==> config.mk <==
export PLATFORM = sky130hd
export DESIGN_NAME = sprite_bram_arbiter
export DESIGN_NICKNAME = d
export VERILOG_FILES = /design/src/rtl/sprite_bram_arbiter_pkg.sv /design/src/rtl/sprite_bram_arbiter_rr_arbiter.sv /design/src/rtl/sprite_bram_arbiter.sv
export SDC_FILE = /design/constraint.sdc
export NUM_CORES = 1
export LEC_CHECK = 0
export CAP_MARGIN = 5
export CORE_AREA = 2 2 88 111
export CTS_BUF_LIST = sky130_fd_sc_hd__clkbuf_8
export DETAILED_ROUTE_END_ITERATION = 10
export DIE_AREA = 0 0 90 113
export GPL_TIMING_DRIVEN = 0
export PLACE_DENSITY = 0.59
export RECOVER_POWER = 100
export SLEW_MARGIN = 15
export SYNTH_ARGS = -nofsm -noshare
export SYNTH_HDL_FRONTEND = slang
export SYNTH_SLANG_ARGS = --single-unit
==> constraint.sdc <==
create_clock -name clk -period 4.02 [get_ports clk]
set_clock_uncertainty 0.2 [all_clocks]
set_input_delay 0.804 -clock clk [delete_from_list [all_inputs] [get_ports clk]]
set_output_delay 0.804 -clock clk [all_outputs]
set_load 0.1 [all_outputs]
==> src/rtl/sprite_bram_arbiter_pkg.sv <==
`default_nettype none
// ============================================================================
// sprite_bram_arbiter_pkg : shared constants and id-width helper
// Rev 1.0
// ============================================================================
package sprite_bram_arbiter_pkg;

  localparam int STATS_W              = 16;
  localparam int BRAM_LATENCY_DEFAULT = 2;

  // Never returns less than 1 so a one-bit id field always exists.
  function automatic int clog2(input int n);
    int r;
    r = 0;
    while ((1 << r) < n) r++;
    return (r < 1) ? 1 : r;
  endfunction

endpackage
`default_nettype wire

==> src/rtl/sprite_bram_arbiter_rr_arbiter.sv <==
`default_nettype none
// ============================================================================
// rr_arbiter : combinational round-robin pick, search starts after last
// Rev 1.0
// ============================================================================
module rr_arbiter
  import sprite_bram_arbiter_pkg::*;
#(
  parameter int N   = 4,
  parameter int IDW = clog2(N)
) (
  input  logic [N-1:0]   req,
  input  logic [IDW-1:0] last,
  output logic [N-1:0]   grant,
  output logic [IDW-1:0] idx
);

  logic           found;
  logic [IDW-1:0] j;

  always_comb begin
    grant = '0;
    idx   = '0;
    found = 1'b0;
    j     = '0;
    for (int k = 1; k <= N; k++) begin
      j = IDW'((int'(last) + k) % N);
      if (!found && req[j]) begin
        found    = 1'b1;
        grant[j] = 1'b1;
        idx      = j;
      end
    end
  end

endmodule
`default_nettype wire

==> src/rtl/sprite_bram_arbiter.sv <==
`default_nettype none
// ============================================================================
// sprite_bram_arbiter : round-robin share of one sprite BRAM read port
// Optional per-frame contention stats: SPRITE_ARB_STATS_EN.   Rev 1.0
// ============================================================================
module sprite_bram_arbiter
  import sprite_bram_arbiter_pkg::*;
#(
  parameter int NUM_REQ      = 4,
  parameter int ADDR_W       = 16,
  parameter int DATA_W       = 1,
  parameter int BRAM_LATENCY = BRAM_LATENCY_DEFAULT
) (
  input  logic                      clk,
  input  logic                      reset_n,
  input  logic [NUM_REQ-1:0]        req,
  input  logic [NUM_REQ*ADDR_W-1:0] req_adr,
  output logic [NUM_REQ-1:0]        grant,
  output logic [ADDR_W-1:0]         bram_adr,
  input  logic [DATA_W-1:0]         bram_dout,
  output logic [NUM_REQ-1:0]        rsp_valid,
  output logic [DATA_W-1:0]         rsp_data,
  input  logic                      vsync,
  output logic [STATS_W-1:0]        conflict_count
);

  localparam int ID_W  = clog2(NUM_REQ);
  localparam int DEPTH = BRAM_LATENCY + 1;

  logic [NUM_REQ-1:0]          arb_grant;
  logic [ID_W-1:0]             win_idx;
  logic                        granted;
  logic [ID_W-1:0]             last_q, last_d;
  logic [ADDR_W-1:0]           bram_adr_q, bram_adr_d;
  logic [DEPTH-1:0]            pv_q, pv_d;
  logic [DEPTH-1:0][ID_W-1:0]  pid_q, pid_d;
  logic [NUM_REQ-1:0]          rsp_valid_q, rsp_valid_d;
  logic [DATA_W-1:0]           rsp_data_q, rsp_data_d;

  rr_arbiter #(.N(NUM_REQ), .IDW(ID_W)) u_rr_arbiter (
    .req   (req),
    .last  (last_q),
    .grant (arb_grant),
    .idx   (win_idx)
  );

  // Held in reset, nothing may be accepted even though req is live.
  assign grant   = reset_n ? arb_grant : '0;
  assign granted = |grant;

  always_comb begin
    last_d      = granted ? win_idx : last_q;
    bram_adr_d  = granted ? req_adr[win_idx*ADDR_W +: ADDR_W] : '0;
    pv_d        = {pv_q[DEPTH-2:0], granted};
    pid_d       = {pid_q[DEPTH-2:0], win_idx};
    rsp_valid_d = pv_q[DEPTH-1] ? (NUM_REQ'(1) << pid_q[DEPTH-1]) : '0;
    rsp_data_d  = pv_q[DEPTH-1] ? bram_dout : '0;
  end

  always_ff @(posedge clk or negedge reset_n) begin
    if (!reset_n) begin
      last_q      <= ID_W'(NUM_REQ - 1);
      bram_adr_q  <= '0;
      pv_q        <= '0;
      pid_q       <= '0;
      rsp_valid_q <= '0;
      rsp_data_q  <= '0;
    end else begin
      last_q      <= last_d;
      bram_adr_q  <= bram_adr_d;
      pv_q        <= pv_d;
      pid_q       <= pid_d;
      rsp_valid_q <= rsp_valid_d;
      rsp_data_q  <= rsp_data_d;
    end
  end

  assign bram_adr  = bram_adr_q;
  assign rsp_valid = rsp_valid_q;
  assign rsp_data  = rsp_data_q;

`ifdef SPRITE_ARB_STATS_EN
  logic               vsync_q, vsync_d;
  logic [STATS_W-1:0] cnt_q, cnt_d;
  logic [STATS_W-1:0] cc_q, cc_d;
  logic               conflict;

  // The frame boundary cycle itself seeds the new frame's count.
  always_comb begin
    vsync_d  = vsync;
    conflict = ($countones(req) >= 2);
    cnt_d    = cnt_q;
    cc_d     = cc_q;
    if (vsync && !vsync_q) begin
      cc_d  = cnt_q;
      cnt_d = conflict ? STATS_W'(1) : '0;
    end else if (conflict && (cnt_q != '1)) begin
      cnt_d = cnt_q + 1'b1;
    end
  end

  always_ff @(posedge clk or negedge reset_n) begin
    if (!reset_n) begin
      vsync_q <= 1'b0;
      cnt_q   <= '0;
      cc_q    <= '0;
    end else begin
      vsync_q <= vsync_d;
      cnt_q   <= cnt_d;
      cc_q    <= cc_d;
    end
  end

  assign conflict_count = cc_q;
`else
  logic unused_vsync;
  assign unused_vsync   = vsync;
  assign conflict_count = '0;
`endif

endmodule
`default_nettype wire
# Yosys cells after proc, flatten, opt, wreduce, memory -nomap -nowiden
# Cells that the tools add are included.
# Widths: inputs -> output; s select.
[totals]
ff_bits = 32
inputBits = 72
out_inout_bits = 41
word_cells = 67
[classes]
n_addsub = 4
magnitude_cmp = 8
n_shift = 2
mux = 31
bitwise = 3
n_reduce_logical = 11
[ops]
columns = ["operator", "n"]
rows = [
  ["$shiftx 64x7->16", 1],
  ["$mux 4", 6],
  ["$mux 16", 1],
  ["$lt 2x3->1 const B", 4],
  ["$mux 1", 12],
  ["$or 4x4->4", 3],
  ["$bmux 1 s2", 4],
  ["$demux 1 s2", 4],
  ["$ge 2x1->1 const B", 4],
  ["$mux 2", 4],
  ["$logic_and 1x1->1", 7],
  ["$add 2x1->2 const B", 2],
  ["$add 2x2->2 const B", 2],
  ["$reduce_or 4->1", 1],
  ["$shl 1x2->4 const A", 1],
  ["$logic_not 1->1", 3],
]

# Longest topological paths before layout
# Gate-level depths: netlist (run 1).
[depth]
word_depth = 16
depth_mapped = 13
ltp_nobuf = 8

# Hierarchy
# From an unflattened synthesis (run 1), not the netlist that was laid out.
[unflattened]
cells_unflattened = 167
area_unflattened_um2 = 2099.5
[modules_own_cells]
columns = ["module", "instances", "cells_per_inst", "area_per_inst_um2", "seq_area_each_um2"]
rows = [
  ["sprite_bram_arbiter", 1, 99, 1554.0, 803.3],
  ["rr_arbiter", 1, 68, 545.5, 0.0],
]

# Worst setup path before layout (run 1)
# OpenSTA, ideal clock, no wires.
[synth_path]
path_type = "reg-to-output"
from = "register last_q[0]"
to = "output port grant[2]"
arrival_time_ns = 4.661
t_required_ns = 3.016
setup_slack_ns = -1.645
stages_incl_launch_ff = 9
path_buffers = 2
path_cell_list = "dfstp_2 buf_6 clkbuf_1 inv_1 ha_1 mux4_2 nor4b_4 nand2_1 a21boi_0"
[synth_between]
elab_chain_cells = 14
word_cells_on_any_way = 49
classes_between = "add/sub (4); order compare (8); mux (24); bitwise (3); reduce/logical (10)"
[synth_lines]
columns = ["element", "line", "rtl"]
rows = [
  ["start, declared", "sprite_bram_arbiter.sv:33", "logic [ID_W-1:0] last_q, last_d;"],
  ["start signal, assigned", "sprite_bram_arbiter.sv:62", "last_q <= ID_W'(NUM_REQ - 1);"],
  ["start signal, assigned", "sprite_bram_arbiter.sv:69", "last_q <= last_d;"],
  ["branches (longest 12 deep; another with $lt 2x3->1)", "--", ""],
  ["$mux 4 (*)", "sprite_bram_arbiter_rr_arbiter.sv:28", "if (!found && req[j]) begin"],
  ["$mux 4 (*)", "sprite_bram_arbiter.sv:48", "assign grant = reset_n ? arb_grant : '0;"],
  ["end, declared", "sprite_bram_arbiter.sv:18", "output logic [NUM_REQ-1:0] grant,"],
]
# Every way passes the cells marked *. The select of a mux whose other input is x is not followed.

# Worst setup path in the final report (run 1)
[layout_path]
from = "register last_q[0]"
to = "output port grant[3]"
# Same word-level chain as after synthesis.

==> results.toml, run 1 <==
[setup_path]
cp-start-kind = "flop"
slowest_delay_ps = 540
path_buf_inv = 5
arrival_ps = 2990
slowest_stage = "dfstp_2"
cp_max_fo = 5
path_depth = 10
end_kind = "primary output"
r2r_cells = 14
critPathTopFamily = "buffers and inverters"
required_ps = 3020
cp_cell_sequence = "buf_6 -> clkbuf_16 -> clkinvlp_4 -> ha_4 -> mux4_2 -> nor4b_4 -> buf_4 -> nand2_4 -> a21boi_4 -> buf_12"
path_class = "flop to primary output"

[yosys]
synthTopCellsByArea = "dfrtp_1, a211oi_1, mux2i_1, buf_4, nor3b_1"
ys_types = 45
yosys.area.top_type_share_pct = 33.5
postSynthCellCount = 208
synth_top_area_cell = "dfrtp_1"
synth_area_sq_mm = 0.00224
synth.most_common_cell = "a211oi_1"
synth-main-ff-cell = "dfrtp_1"
synthTopCellsByCount = "a211oi_1, dfrtp_1, mux2i_1, buf_4, nor3b_1"
ys_seq_area_share_pct = 35.8
ys_seq_elements = 32
synth_async_sr_flop_share_pct = 100
ys_warn_count = 0
syn_avg_cell_area_sq_um = 10.8
synth_edf_count = 0

[clock_network]
cts_hold_buf = 0
cts.path.max_buffers = 2
cts_sinks = 32
cts-htree-levels = 2
path_clk_slew_ps = 70
cts_inserted_buffers = 5
cts_tree = "built"
insertion_delay_ps = 280
clockRootBuffer = "clkbuf_8"

[global_routing]
grt_pass1_vias = 2070
grt_util_all_layers_pct = 13.0
grt_first_pass_wirelength_mm = 10.6
grt_max_degree = 32
antenna_found_initial = 0
overflow = 0

[min_path]
hold_class = "flop to flop"
hold_depth = 0

[routing]
final_antenna_net_count = 0
dr.pass1.iters = 4
wl_mm = 6.82
drt_iter0_markers = 124
drc_errors = 0
wire_per_inst_um = 14.7
vias_per_cell = 4.56
vias = 2115

[floorplan]
die_h_um = 113
die_area_sq_mm = 0.0102
num_rows = 39
die_w_um = 90
initial_utilization_pct = 24.7
io_pins = 113
design.core.area_sq_mm = 0.00908

[sta]
slew_violations = 0
max_clock_freq_mhz = 251
fin_ws_ps = 29.3
slew_headroom_pct = 33.4
fin_crit_ps = 3990
worstMarginPinSlew_ps = 995
finalSetupViolCount = 0
final-hold-violation-count = 0
fin_crit_sh_pct = 99.3
rsz0062_at_grt = "true"

[place]
place.gp.congestion = 0.766
placed_area_sq_mm = 0.00346
dp_hpwl_mm = 5.10
io_buffers = 94
dp_slack_ps = -937

[cells_and_area]
post_route_cells_drive_above_1_share_pct = 23.8
n_antenna_cell = 0
nNetsFinal = 420
syn_to_final_growth_pct = 68.2
post-route-cell-area_sq_mm = 0.00377
fillers = 906

[status]
status = "finished, final reports clean"

[flow_run]
cap_violations = 0
## per-layer routing
metal,vias to the layer above,part of all wire [%],GRT usage (%)
met5,-,0,0
met4,0,1.1,4.00
met3,7,5.8,2.20
met2,99,50,23.1
met1,990,43,16.1
li1,1019,-,-
## cells in the final DEF (no fill, tap or decap), types with 2 or more instances in the layout
cell type / count
nand2b_1: 3
clkbuf_8: 5
a21oi_1: 4
a221o_1: 3
o21ai_2: 2
a221oi_1: 2
nor2_1: 2
o21ai_0: 2
clkdlybuf4s50_1: 89
mux2i_1: 19
mux4_2: 3
a21boi_4: 4
buf_2: 7
dfstp_2: 2
clkbuf_1: 3
ha_1: 7
a211oi_1: 32
dfrtp_1: 30
conb_1: 16
nand3b_1: 2
inv_1: 3
buf_4: 33
and3b_1: 2
buf_6: 3
buf_12: 5
and3_1: 2
nor2b_1: 3
clkinvlp_4: 2
nor3b_1: 18
mux2_4: 2
nand2_1: 5
## layout make-up
cell class	count	area (sq um)	area share (%)
buffer	31	235	6.23
inverter	4	18.8	0.497
clock buffer	5	68.8	1.82
multi-input combinational	156	1340	35.6
sequential	32	803	21.3
timing repair buffer	110	1110	29.4
tap	123	154	4.08
clock inverter	3	42.5	1.13
## logic make-up (layout without fill, tap and decap cells)
| kind of cell | after synthesis | after routing | share of synthesized area, % |
|---|---|---|---|
| AO/OA/AOI/OAI | 62 | 62 | 21.4 |
| AND/OR/NAND/NOR | 44 | 44 | 13.4 |
| multiplexers | 26 | 26 | 14.5 |
| flip-flops | 32 | 32 | 35.8 |
| buffers and inverters | 35 | 153 | 10.2 |
| other | 1 | 16 | 0.167 |
| adder cells (fa/ha/maj) | 8 | 8 | 4.46 |
## repair_timing
item | 4_1_cts | 5_1_grt
resized for setup | 45 | 4
gates cloned | 0 | 0
endpoints found under the setup margin | 4 | 4
pin swaps | 3 | 5
buffers inserted | 6 | 9
## flip-flops by register name, summed over array words and instances (netlist names)
name / count
pid_d: 4
last_q: 2
rsp_data: 1
bram_adr: 16
pv_q: 3
pid_q: 2
rsp_valid: 4
## path summary, 6_finish.rpt
path / startpoint / end / slack, ps
max reg2reg: last_q[0] / bram_adr[6] / 290
min in group asynchronous: reset_n / bram_adr[9] / 160
max in group asynchronous: reset_n / last_q[0] / 2960
max: last_q[0] / grant[3] / 30
min: pid_d[5] / pid_q[5] / 140
min reg2reg: pid_d[5] / pid_q[5] / 140
## metrics by stage
stage               hold slack [ps]  util (%)  setup TNS (ps)  cells
floorplan                       131         -               0    223
global placement                134      37.9           -4080    440
detailed placement              135      38.1           -3670    441
CTS                             149      40.7               0    455
global route                    156      41.6           -80.5    464
finish                          144      41.6               0    464
## worst reg2reg max path: stages (launching register included)
cell and delay, ps:
dfstp_2 540, buf_6 110, clkbuf_16 130, clkinvlp_4 100, ha_4 290, mux4_2 540
buf_4 160, buf_4 130, nor2b_1 160, o211a_2 300, or2_1 140, buf_4 150
buf_4 250, mux2i_1 270, a211oi_1 110
Power of run 1 is not shown: default switching activity piles up to over one toggle a cycle in this logic, so the estimate is an artifact.
==> inputs of run 2 (changes only) <==
--- a/config.mk
+++ b/config.mk
@@ -6,12 +6,14 @@
 export NUM_CORES = 1
 export LEC_CHECK = 0
 export CAP_MARGIN = 5
-export CORE_AREA = 2 2 88 111
+export CELL_PAD_IN_SITES_DETAIL_PLACEMENT = 0
+export CELL_PAD_IN_SITES_GLOBAL_PLACEMENT = 2
+export CORE_AREA = 2 2 94 118
 export CTS_BUF_LIST = sky130_fd_sc_hd__clkbuf_8
 export DETAILED_ROUTE_END_ITERATION = 10
-export DIE_AREA = 0 0 90 113
+export DIE_AREA = 0 0 96 120
 export GPL_TIMING_DRIVEN = 0
-export PLACE_DENSITY = 0.59
+export PLACE_DENSITY = 0.81
 export RECOVER_POWER = 100
 export SLEW_MARGIN = 15
 export SYNTH_ARGS = -nofsm -noshare
==> run 2 against run 1 <==
Critical path depth down 3. Die area is 13% higher. Wire length up 3.7%. Final area decreased by 2.6%. First-iteration DRC count decreased by 29%. Final cell count rose by 0.65%. Sequential share of layout area grew 0.57 points. Count of clock-buffer cells in the layout did not move. Non-clock buffer count fell by 6. Worst hold slack worse by 1.5 ps. Flip-flop and latch count unchanged.
==> results.toml, run 2 (same netlist as run 1, synthesis figures left out) <==
[floorplan]
design.core.area_sq_mm = 0.0105
die_w_um = 96
initial_utilization_pct = 21.5
num_rows = 42
die_h_um = 120
io_pins = 113
die_area_sq_mm = 0.0115

[cells_and_area]
syn_to_final_growth_pct = 63.9
layout.cells.non_filler = 467
n_antenna_cell = 0
post-route-cell-area_sq_mm = 0.00368
fillers = 1077
post_route_cells_drive_above_1_share_pct = 21.8
nNetsFinal = 414
largest_register_ffs = 16
final_common_cell = "clkdlybuf4s50_1"
mostFrequentLayoutCells = "clkdlybuf4s50_1, a211oi_1, dfrtp_1"

[global_routing]
grt_first_pass_wirelength_mm = 11.0
grt_pass1_vias = 2095
grt_util_all_layers_pct = 12.6
grt_max_degree = 30
overflow = 0
antenna_found_initial = 0

[setup_path]
cp-start-kind = "input pin"
arrival_ps = 2930
cp_max_fo = 8
path_class = "input pin to primary output"
required_ps = 3020
slowest_stage = "mux4_2"
r2r_end = "bram_adr[6]"
r2r_cells = 10
timing.rr.start = "last_q[0]"
end_kind = "primary output"
slowest_delay_ps = 650
cp_cell_sequence = "clkdlybuf4s50_1 -> mux4_2 -> nor4b_4 -> buf_4 -> nand2_2 -> a21boi_4 -> buf_6"
r2r_setup_slack_ps = 290
worstSetupEndpoint = "grant[1]"
crit_start = "req[2]"

[place]
io_buffers = 94
dp_hpwl_mm = 5.43
place.gp.congestion = 0.754
placed_area_sq_mm = 0.00347
placed_cells = 450

[routing]
vias_per_cell = 4.35
drt_iter0_markers = 88
dr.pass1.iters = 4
dr_wl_met3_um = 313
drc_errors = 0
wl_mm = 7.07
wire_per_inst_um = 15.1
m1WireLength_mm = 3.05
highest_layer = "met4"
met2_wirelength_mm = 3.64
vias = 2030
final_antenna_net_count = 0

[sta]
slew_violations = 0
slew_headroom_pct = 31.4
finalHoldWorstSlack_ps = 142
max_clock_freq_mhz = 254
fin_crit_sh_pct = 97.9
fin_tns_setup_ps = 0
final-hold-violation-count = 0
finalSetupViolCount = 0
fin_crit_ps = 3940
worstMarginPinSlew_ps = 1030
rsz0062_at_grt = "false"

[clock_network]
cts_hold_buf = 0
cts-htree-levels = 2
cts_inserted_buffers = 5
insertion_delay_ps = 280
clockRootBuffer = "clkbuf_8"
cts_tree = "built"
cts.path.max_buffers = 2
cts_sinks = 32
path_clk_slew_ps = 70

[flow_run]
cap_violations = 0

[min_path]
worstHoldStart = "pid_d[4]"
hold_class = "flop to flop"

[status]
status = "finished, final reports clean"
[run 2: cell types whose count changed in the layout (fill, tap and decap cells not counted), sizes merged]
cell,before,now
clkbuf,9,10
dlymetal6s2s,0,1
clkdlybuf4s50,89,67
buf,48,41
dlygate4sd3,0,21
[run 2: what timing repair did]
action,4_1_cts,5_1_grt
gates cloned,0,0
setup buffers,5,5
pin swaps,3,4
gates resized for setup,44,4
setup endpoints to repair,15,4
hold endpoints to repair,0,0
[run 2: metal layers]
layer	vias up	global-route usage, %
met3	5	1.95
met5	-	0
li1	1012	-
met1	946	16.1
met2	67	21.5
met4	0	3.48
[run 2: critical path: cells and delay by family]
kind	cells	cell delay [ps]
AOI/OAI and AO/OA	1	150
buffers and inverters	3	950
muxes	1	650
and+or+nand+nor	2	370
[run 2: per-stage QoR]
| step | utilization, % | worst slack, ps |
|---|---|---|
| global route | 35.2 | 1.38 |
| global placement | 33.0 | -991 |
| CTS | 35.3 | 47.8 |
| floorplan | - | 43.2 |
| finish | 35.2 | 84.9 |
| detailed placement | 33.2 | -977 |
[run 2: how the worst min path moves through the flow]
stage                     to  cells past startpoint
detailed placement  pid_q[4]                      0
global route        pid_q[5]                      0
global placement    pid_d[5]                      0
CTS                 pid_q[4]                      0
finish              pid_q[4]                      0
floorplan           pid_d[4]                      0
[run 2: cell type report]
cell class	instances	area (sq um)	area share [%]
well taps	132	165	4.49
inverters	4	18.8	0.511
clock buffers	5	68.8	1.87
repair buffers	105	1040	28.3
clock inverters	3	42.5	1.16
flip-flops and latches	32	803	21.9
multi-input cells	156	1330	36.1
plain buffers	30	210	5.72
Power of run 2 is left out for the same reason.
